File: src/rtl/ctrl_pkg.sv
// Shared definitions for the multicycle control FSM: opcode values, the
// state encoding exported on the debug port, and the datapath select
// encodings that the surrounding datapath (including the ALU control unit)
// also decodes.
package ctrl_pkg;

  // Instruction opcodes (instruction register bits [6:0])
  localparam logic [6:0] OP_LOAD   = 7'b0000011;
  localparam logic [6:0] OP_STORE  = 7'b0100011;
  localparam logic [6:0] OP_RTYPE  = 7'b0110011;
  localparam logic [6:0] OP_ITYPE  = 7'b0010011;
  localparam logic [6:0] OP_BRANCH = 7'b1100011;

  // Controller states; the 4-bit code is visible on the state debug port
  typedef enum logic [3:0] {
    S_IDLE     = 4'd0,
    S_FETCH    = 4'd1,
    S_DECODE   = 4'd2,
    S_MEM_ADDR = 4'd3,
    S_MEM_RD   = 4'd4,
    S_MEM_WB   = 4'd5,
    S_MEM_WR   = 4'd6,
    S_EXEC_R   = 4'd7,
    S_EXEC_I   = 4'd8,
    S_ALU_WB   = 4'd9,
    S_BRANCH   = 4'd10,
    S_HALT     = 4'd11
  } state_t;

  // ALU operation class, shared with the sibling ALU control unit
  localparam logic [1:0] ALU_OP_ADD   = 2'b00;
  localparam logic [1:0] ALU_OP_SUB   = 2'b01;
  localparam logic [1:0] ALU_OP_FUNCT = 2'b10;

  // ALU A operand select
  localparam logic [1:0] SRC_A_PC     = 2'b00;
  localparam logic [1:0] SRC_A_RS1    = 2'b01;
  localparam logic [1:0] SRC_A_OLD_PC = 2'b10;

  // ALU B operand select
  localparam logic [1:0] SRC_B_RS2  = 2'b00;
  localparam logic [1:0] SRC_B_FOUR = 2'b01;
  localparam logic [1:0] SRC_B_IMM  = 2'b10;

  // Bundle of every control line driven by the FSM
  typedef struct packed {
    logic       pc_write;
    logic       pc_src;
    logic       ir_write;
    logic       iord;
    logic       mem_read;
    logic       mem_write;
    logic       reg_write;
    logic       mem_to_reg;
    logic [1:0] alu_src_a;
    logic [1:0] alu_src_b;
    logic [1:0] alu_op;
  } ctrl_t;

  // Dispatch target out of DECODE; unsupported opcodes land in HALT
  function automatic state_t decode_target(input logic [6:0] op);
    state_t nxt;
    case (op)
      OP_LOAD,
      OP_STORE:  nxt = S_MEM_ADDR;
      OP_RTYPE:  nxt = S_EXEC_R;
      OP_ITYPE:  nxt = S_EXEC_I;
      OP_BRANCH: nxt = S_BRANCH;
      default:   nxt = S_HALT;
    endcase
    return nxt;
  endfunction

endpackage

File: src/rtl/multicycle_control_fsm.sv
// Main controller of a multicycle processor. Sequences fetch, decode,
// execute, memory and write-back steps and drives the datapath control
// lines. The current state is exported for debug.
//
// Memory handshake: mem_read / mem_write form the request; once raised in
// FETCH, MEM_RD or MEM_WR, the request and address select (iord) are held
// unchanged every cycle until mem_ready=1, which completes the access on
// that rising edge. mem_ready is ignored in all other states.
module multicycle_control_fsm
  import ctrl_pkg::*;
(
  input  logic       clk,
  input  logic       rst_n,
  input  logic [6:0] opcode,
  input  logic       zero,
  input  logic       mem_ready,
  output logic       pc_write,
  output logic       pc_src,
  output logic       ir_write,
  output logic       iord,
  output logic       mem_read,
  output logic       mem_write,
  output logic       reg_write,
  output logic       mem_to_reg,
  output logic [1:0] alu_src_a,
  output logic [1:0] alu_src_b,
  output logic [1:0] alu_op,
  output logic       illegal,
  output logic [3:0] state
);

  state_t state_q;
  state_t state_d;
  logic   illegal_q;
  logic   illegal_d;
  ctrl_t  ctrl;

  // State and sticky illegal flag; reset is asynchronous so an in-flight
  // access is dropped immediately (outputs decode to all-zero in IDLE)
  always_ff @(posedge clk or negedge rst_n) begin
    if (!rst_n) begin
      state_q   <= S_IDLE;
      illegal_q <= 1'b0;
    end else begin
      state_q   <= state_d;
      illegal_q <= illegal_d;
    end
  end

  // Next-state and Moore/Mealy output decode
  always_comb begin
    state_d   = state_q;
    illegal_d = illegal_q;
    ctrl      = '0;
    case (state_q)
      S_IDLE: begin
        state_d = S_FETCH;
      end

      S_FETCH: begin
        // Read instruction at PC and compute PC+4 in parallel
        ctrl.mem_read  = 1'b1;
        ctrl.iord      = 1'b0;
        ctrl.alu_src_a = SRC_A_PC;
        ctrl.alu_src_b = SRC_B_FOUR;
        ctrl.alu_op    = ALU_OP_ADD;
        if (mem_ready) begin
          // Instruction and PC+4 are only captured in the completing cycle
          ctrl.ir_write = 1'b1;
          ctrl.pc_write = 1'b1;
          ctrl.pc_src   = 1'b0;
          state_d       = S_DECODE;
        end
      end

      S_DECODE: begin
        // Speculatively form the branch target in ALUOut
        ctrl.alu_src_a = SRC_A_OLD_PC;
        ctrl.alu_src_b = SRC_B_IMM;
        ctrl.alu_op    = ALU_OP_ADD;
        state_d        = decode_target(opcode);
        if (decode_target(opcode) == S_HALT) begin
          illegal_d = 1'b1;
        end
      end

      S_MEM_ADDR: begin
        // Effective address = rs1 + immediate
        ctrl.alu_src_a = SRC_A_RS1;
        ctrl.alu_src_b = SRC_B_IMM;
        ctrl.alu_op    = ALU_OP_ADD;
        // Only loads and stores reach this state
        state_d = (opcode == OP_LOAD) ? S_MEM_RD : S_MEM_WR;
      end

      S_MEM_RD: begin
        ctrl.mem_read = 1'b1;
        ctrl.iord     = 1'b1;
        if (mem_ready) begin
          state_d = S_MEM_WB;
        end
      end

      S_MEM_WB: begin
        ctrl.reg_write  = 1'b1;
        ctrl.mem_to_reg = 1'b1;
        state_d         = S_FETCH;
      end

      S_MEM_WR: begin
        ctrl.mem_write = 1'b1;
        ctrl.iord      = 1'b1;
        if (mem_ready) begin
          state_d = S_FETCH;
        end
      end

      S_EXEC_R: begin
        ctrl.alu_src_a = SRC_A_RS1;
        ctrl.alu_src_b = SRC_B_RS2;
        ctrl.alu_op    = ALU_OP_FUNCT;
        state_d        = S_ALU_WB;
      end

      S_EXEC_I: begin
        // Immediate ALU ops are restricted to add
        ctrl.alu_src_a = SRC_A_RS1;
        ctrl.alu_src_b = SRC_B_IMM;
        ctrl.alu_op    = ALU_OP_ADD;
        state_d        = S_ALU_WB;
      end

      S_ALU_WB: begin
        ctrl.reg_write  = 1'b1;
        ctrl.mem_to_reg = 1'b0;
        state_d         = S_FETCH;
      end

      S_BRANCH: begin
        // Compare rs1 - rs2; take the target held in ALUOut when equal
        ctrl.alu_src_a = SRC_A_RS1;
        ctrl.alu_src_b = SRC_B_RS2;
        ctrl.alu_op    = ALU_OP_SUB;
        ctrl.pc_src    = 1'b1;
        ctrl.pc_write  = zero;
        state_d        = S_FETCH;
      end

      S_HALT: begin
        // Absorbing; only reset leaves
        state_d = S_HALT;
      end

      default: begin
        // Unused encodings recover through IDLE
        state_d = S_IDLE;
      end
    endcase
  end

  assign pc_write   = ctrl.pc_write;
  assign pc_src     = ctrl.pc_src;
  assign ir_write   = ctrl.ir_write;
  assign iord       = ctrl.iord;
  assign mem_read   = ctrl.mem_read;
  assign mem_write  = ctrl.mem_write;
  assign reg_write  = ctrl.reg_write;
  assign mem_to_reg = ctrl.mem_to_reg;
  assign alu_src_a  = ctrl.alu_src_a;
  assign alu_src_b  = ctrl.alu_src_b;
  assign alu_op     = ctrl.alu_op;
  assign illegal    = illegal_q;
  assign state      = state_q;

endmodule

File: config.mk
export PLATFORM = sky130hd
export DESIGN_NAME = multicycle_control_fsm
export DESIGN_NICKNAME = d
export VERILOG_FILES = /design/src/rtl/ctrl_pkg.sv /design/src/rtl/multicycle_control_fsm.sv
export SDC_FILE = /design/constraint.sdc
export NUM_CORES = 1
export LEC_CHECK = 0
export CAP_MARGIN = 10
export CORE_MARGIN = 4
export CORE_UTILIZATION = 25
export CTS_BUF_LIST = sky130_fd_sc_hd__clkbuf_4 sky130_fd_sc_hd__clkbuf_8 sky130_fd_sc_hd__clkbuf_16
export DETAILED_ROUTE_END_ITERATION = 8
export PLACE_DENSITY_LB_ADDON = 0.2
export SLEW_MARGIN = 20
export SYNTH_ARGS = -nofsm -noshare
export SYNTH_HDL_FRONTEND = slang
export SYNTH_SLANG_ARGS = --single-unit
export TNS_END_PERCENT = 100
File: constraint.sdc
create_clock -name clk -period 1.55 [get_ports clk]
set_clock_uncertainty 0.2 [all_clocks]
set_input_delay 0.31 -clock clk [delete_from_list [all_inputs] [get_ports clk]]
set_output_delay 0.31 -clock clk [all_outputs]
set_load 0.005 [all_outputs]
==> metrics.cfg <==
[status]
status = finished with violations
violations = negative setup slack

[setup_path]
critPathMaxFanout = 4
worstPathRequired_ns = 1.04
critical_path.top_delay_family = flip-flops
cp.arrival_ns = 1.32
reg2reg_to = state[2]
critPathLaunchType = flop
crit_type = flop to primary output
ff2ff_setup_slack_ns = -0.17
ff2ff_path_depth = 7
endpoint_kind = primary output
cpMaxStageDelayCell = dfrtp_2
r2r_start = state[2]
crit_chain = buf_6 > nand2b_4 > nor3_4 > and2_4 > a21o_1 > buf_2
cpPeakStageDelay_ns = 0.44
cp.buffers_inverters = 2

[global_route]
gr-usage-met1_pct = 15.3
grt.busiest_layer = met2
grt_pass1_vias = 730
antenna_found_initial = 0
track_usage_pct = 15.8
grt_pass1_wl_um = 3170
overflow = 0
grt_max_degree = 10
grt_util_met2_pct = 32.6
grt_use_met3_pct = 2.29

[yosys]
synth_top_family_by_area = simple AND/OR/NAND/NOR gates
synth.net_count = 72
async_reset_ff_share_pct = 100
netlist_top_cells_area = dfrtp_1 26%, nand2b_1 9.0%, nor2_1 7.7%, a21oi_1 6.2%, nor3_1 6.2%
ys_warn_count = 0
yosysTopAreaCell = dfrtp_1
avgSynthCellArea_sq_um = 7.98
syn_area_sq_um = 487
yosys.area.top_type_share_pct = 25.7
ys_ff_latch = 5
synth_most_common_cell = nor2_1
synth_common_cells = 10 x nor2_1, 7 x nand2b_1, 6 x a21oi_1, 6 x nor3_1, 5 x dfrtp_1
synth-simple-area-share_pct = 40.4
synth_compound_area_share_pct = 24.4
synthXorXnorAreaFrac_pct = 1.80
synth_ff_type = dfrtp_1
synth_edf_count = 0
synth.mux.area_fraction_pct = 2.31
ys_seq_area_share_pct = 25.7
synthAdderAreaFrac_pct = 0
synthCells = 61
ys_types = 26

[drt]
via_per_inst = 4.79
wire_per_inst_um = 13.9
drt-total-wl_um = 2170
drc = 0
routed-via-count = 748
dr.pass1.iters = 4
antenna_left = 0
drt-initial-drc-count = 5

[timing]
setup_viol = 21
setup_ws_ns = -0.280
hold_viol_final = 0
slew_headroom_pct = 82.4
fin_crit_ns = 1.83
rsz0062_at_grt = true
setup_total_negative_slack_ns = -3.36
max_freq_ghz = 0.547
slew_viol_final = 0
period_share_pct = 118
worst_slew_pin_slew_ns = 0.263

[floorplan]
ios = 30
start_util_pct = 27.3
core_area_sq_um = 1780
dieArea_sq_um = 2720
placementRows = 15
fp.dieW_um = 52.1
die_y_um = 52.1

[power_and_ir_drop]
power_leakage_nw = 0.585
ir_worst_vdd_v = 0.000883
p_per_area_nw_per_um2 = 1900
power_w = 0.00240

[clocking]
cts_root_buf = clkbuf_4
clock_sinks = 5
cts_tree = done
htreeDepth = 1
clock_path_buffers = 2
clk_pin_slew_worst_paths_ns = 0.04
cts-buffers-inserted = 3
ctsHoldBuffers = 0
clkLatencyLatePin_ns = 0.24

[placement]
place.gp.congestion = 0.805
place.port_buffers = 29
dp_hpwl_um = 1290

[cells_and_area]
areaGrowthSynthToFinish_pct = 159
nets = 143
ff_latch_area_sq_um = 130
fillCellCount = 146
drive_gt1_share_pct = 70.2
multiInputGateArea_sq_um = 478
fin_util_pct = 70.7
antenna_cells = 0

[run]
drv_cap = 0

[worst_hold_path]
hold_class = input pin to async pin

==> layout make-up <==
class,instances,share of cell area [%]
repair buffers,69,46.9
well taps,25,2.48
clock buffers,4,2.38
multi-input cells,53,37.9
flip-flops and latches,5,10.3
==> worst reg2reg max path: cells and delay by family (launching register included) <==
family                 cells  cell delay, ns
AOI/OAI and AO/OA          1            0.20
DFF                        1            0.42
and+or+nand+nor            2            0.30
buffers and inverters      4            0.51
==> repair_timing <==
action                                  in CTS  in global routing
setup buffers                               15                  6
endpoints found under the setup margin      22                 23
pin swaps                                   15                  9
resized for setup                          100                 21
==> power breakdown <==
group / total [W] / switching (W) / internal [W]
Sequential: 0.000266 / 0.0000751 / 0.000191
Combinational: 0.00197 / 0.000823 / 0.00114
Clock: 0.000168 / 0.0000533 / 0.000115
Total: 0.00240 / 0.000951 / 0.00145
==> metal layers <==
| metal | routed length [um] | part of all wire, % |
|---|---|---|
| met3 | 134 | 6.2 |
| met4 | 12 | 0.55 |
| met5 | 0 | 0 |
| met1 | 773 | 36 |
| met2 | 1250 | 58 |
==> per-stage QoR <==
stage               hold slack (ns)  cell area (sq um)  setup slack (ns)  std cells
floorplan                    -0.186                505           0.00467         61
global placement              0.252                962            -0.449        134
detailed placement            0.265                962            -0.461        134
CTS                          0.0852               1180            -0.310        152
global route                 0.0954               1260            -0.343        156
finish                       0.0821               1260            -0.280        156
==> state kept, by name, indices dropped and copies added, names as in the netlist <==
signal / flops
illegal: 1
state: 4
==> how the worst max path moves through the flow <==
stage | cells after the start | slack, ns | startpoint | to
after detailed placement | 4 | -0.46 | mem_ready | pc_write
after global placement | 4 | -0.45 | mem_ready | pc_write
after floorplan | 4 | 0.005 | state[2] | pc_write
after global routing | 6 | -0.34 | state[0] | pc_write
after CTS | 5 | -0.31 | state[1] | pc_write
final | 6 | -0.28 | state[0] | pc_write
==> logic make-up after synthesis <==
logic type      after synthesis
compound gates               18
xor+xnor                      1
buf+inv                       3
flops                         5
mux                           1
simple gates                 33
==> placed cells by master, fill, tap and decap left out, types with 3 or more instances in the layout <==
master	netlist	routed
nand2b_1	7	3
nor3_4	1	3
clkbuf_4	1	4
dfrtp_2	0	4
clkdlybuf4s50_1	0	9
buf_2	0	11
nand2b_4	2	6
o21ai_1	0	3
buf_4	1	23
nor2_4	0	4
a21oi_1	6	3
buf_6	1	19
dlygate4sd2_1	0	4
nor2_1	10	4
(Power assumes the default switching activity.)
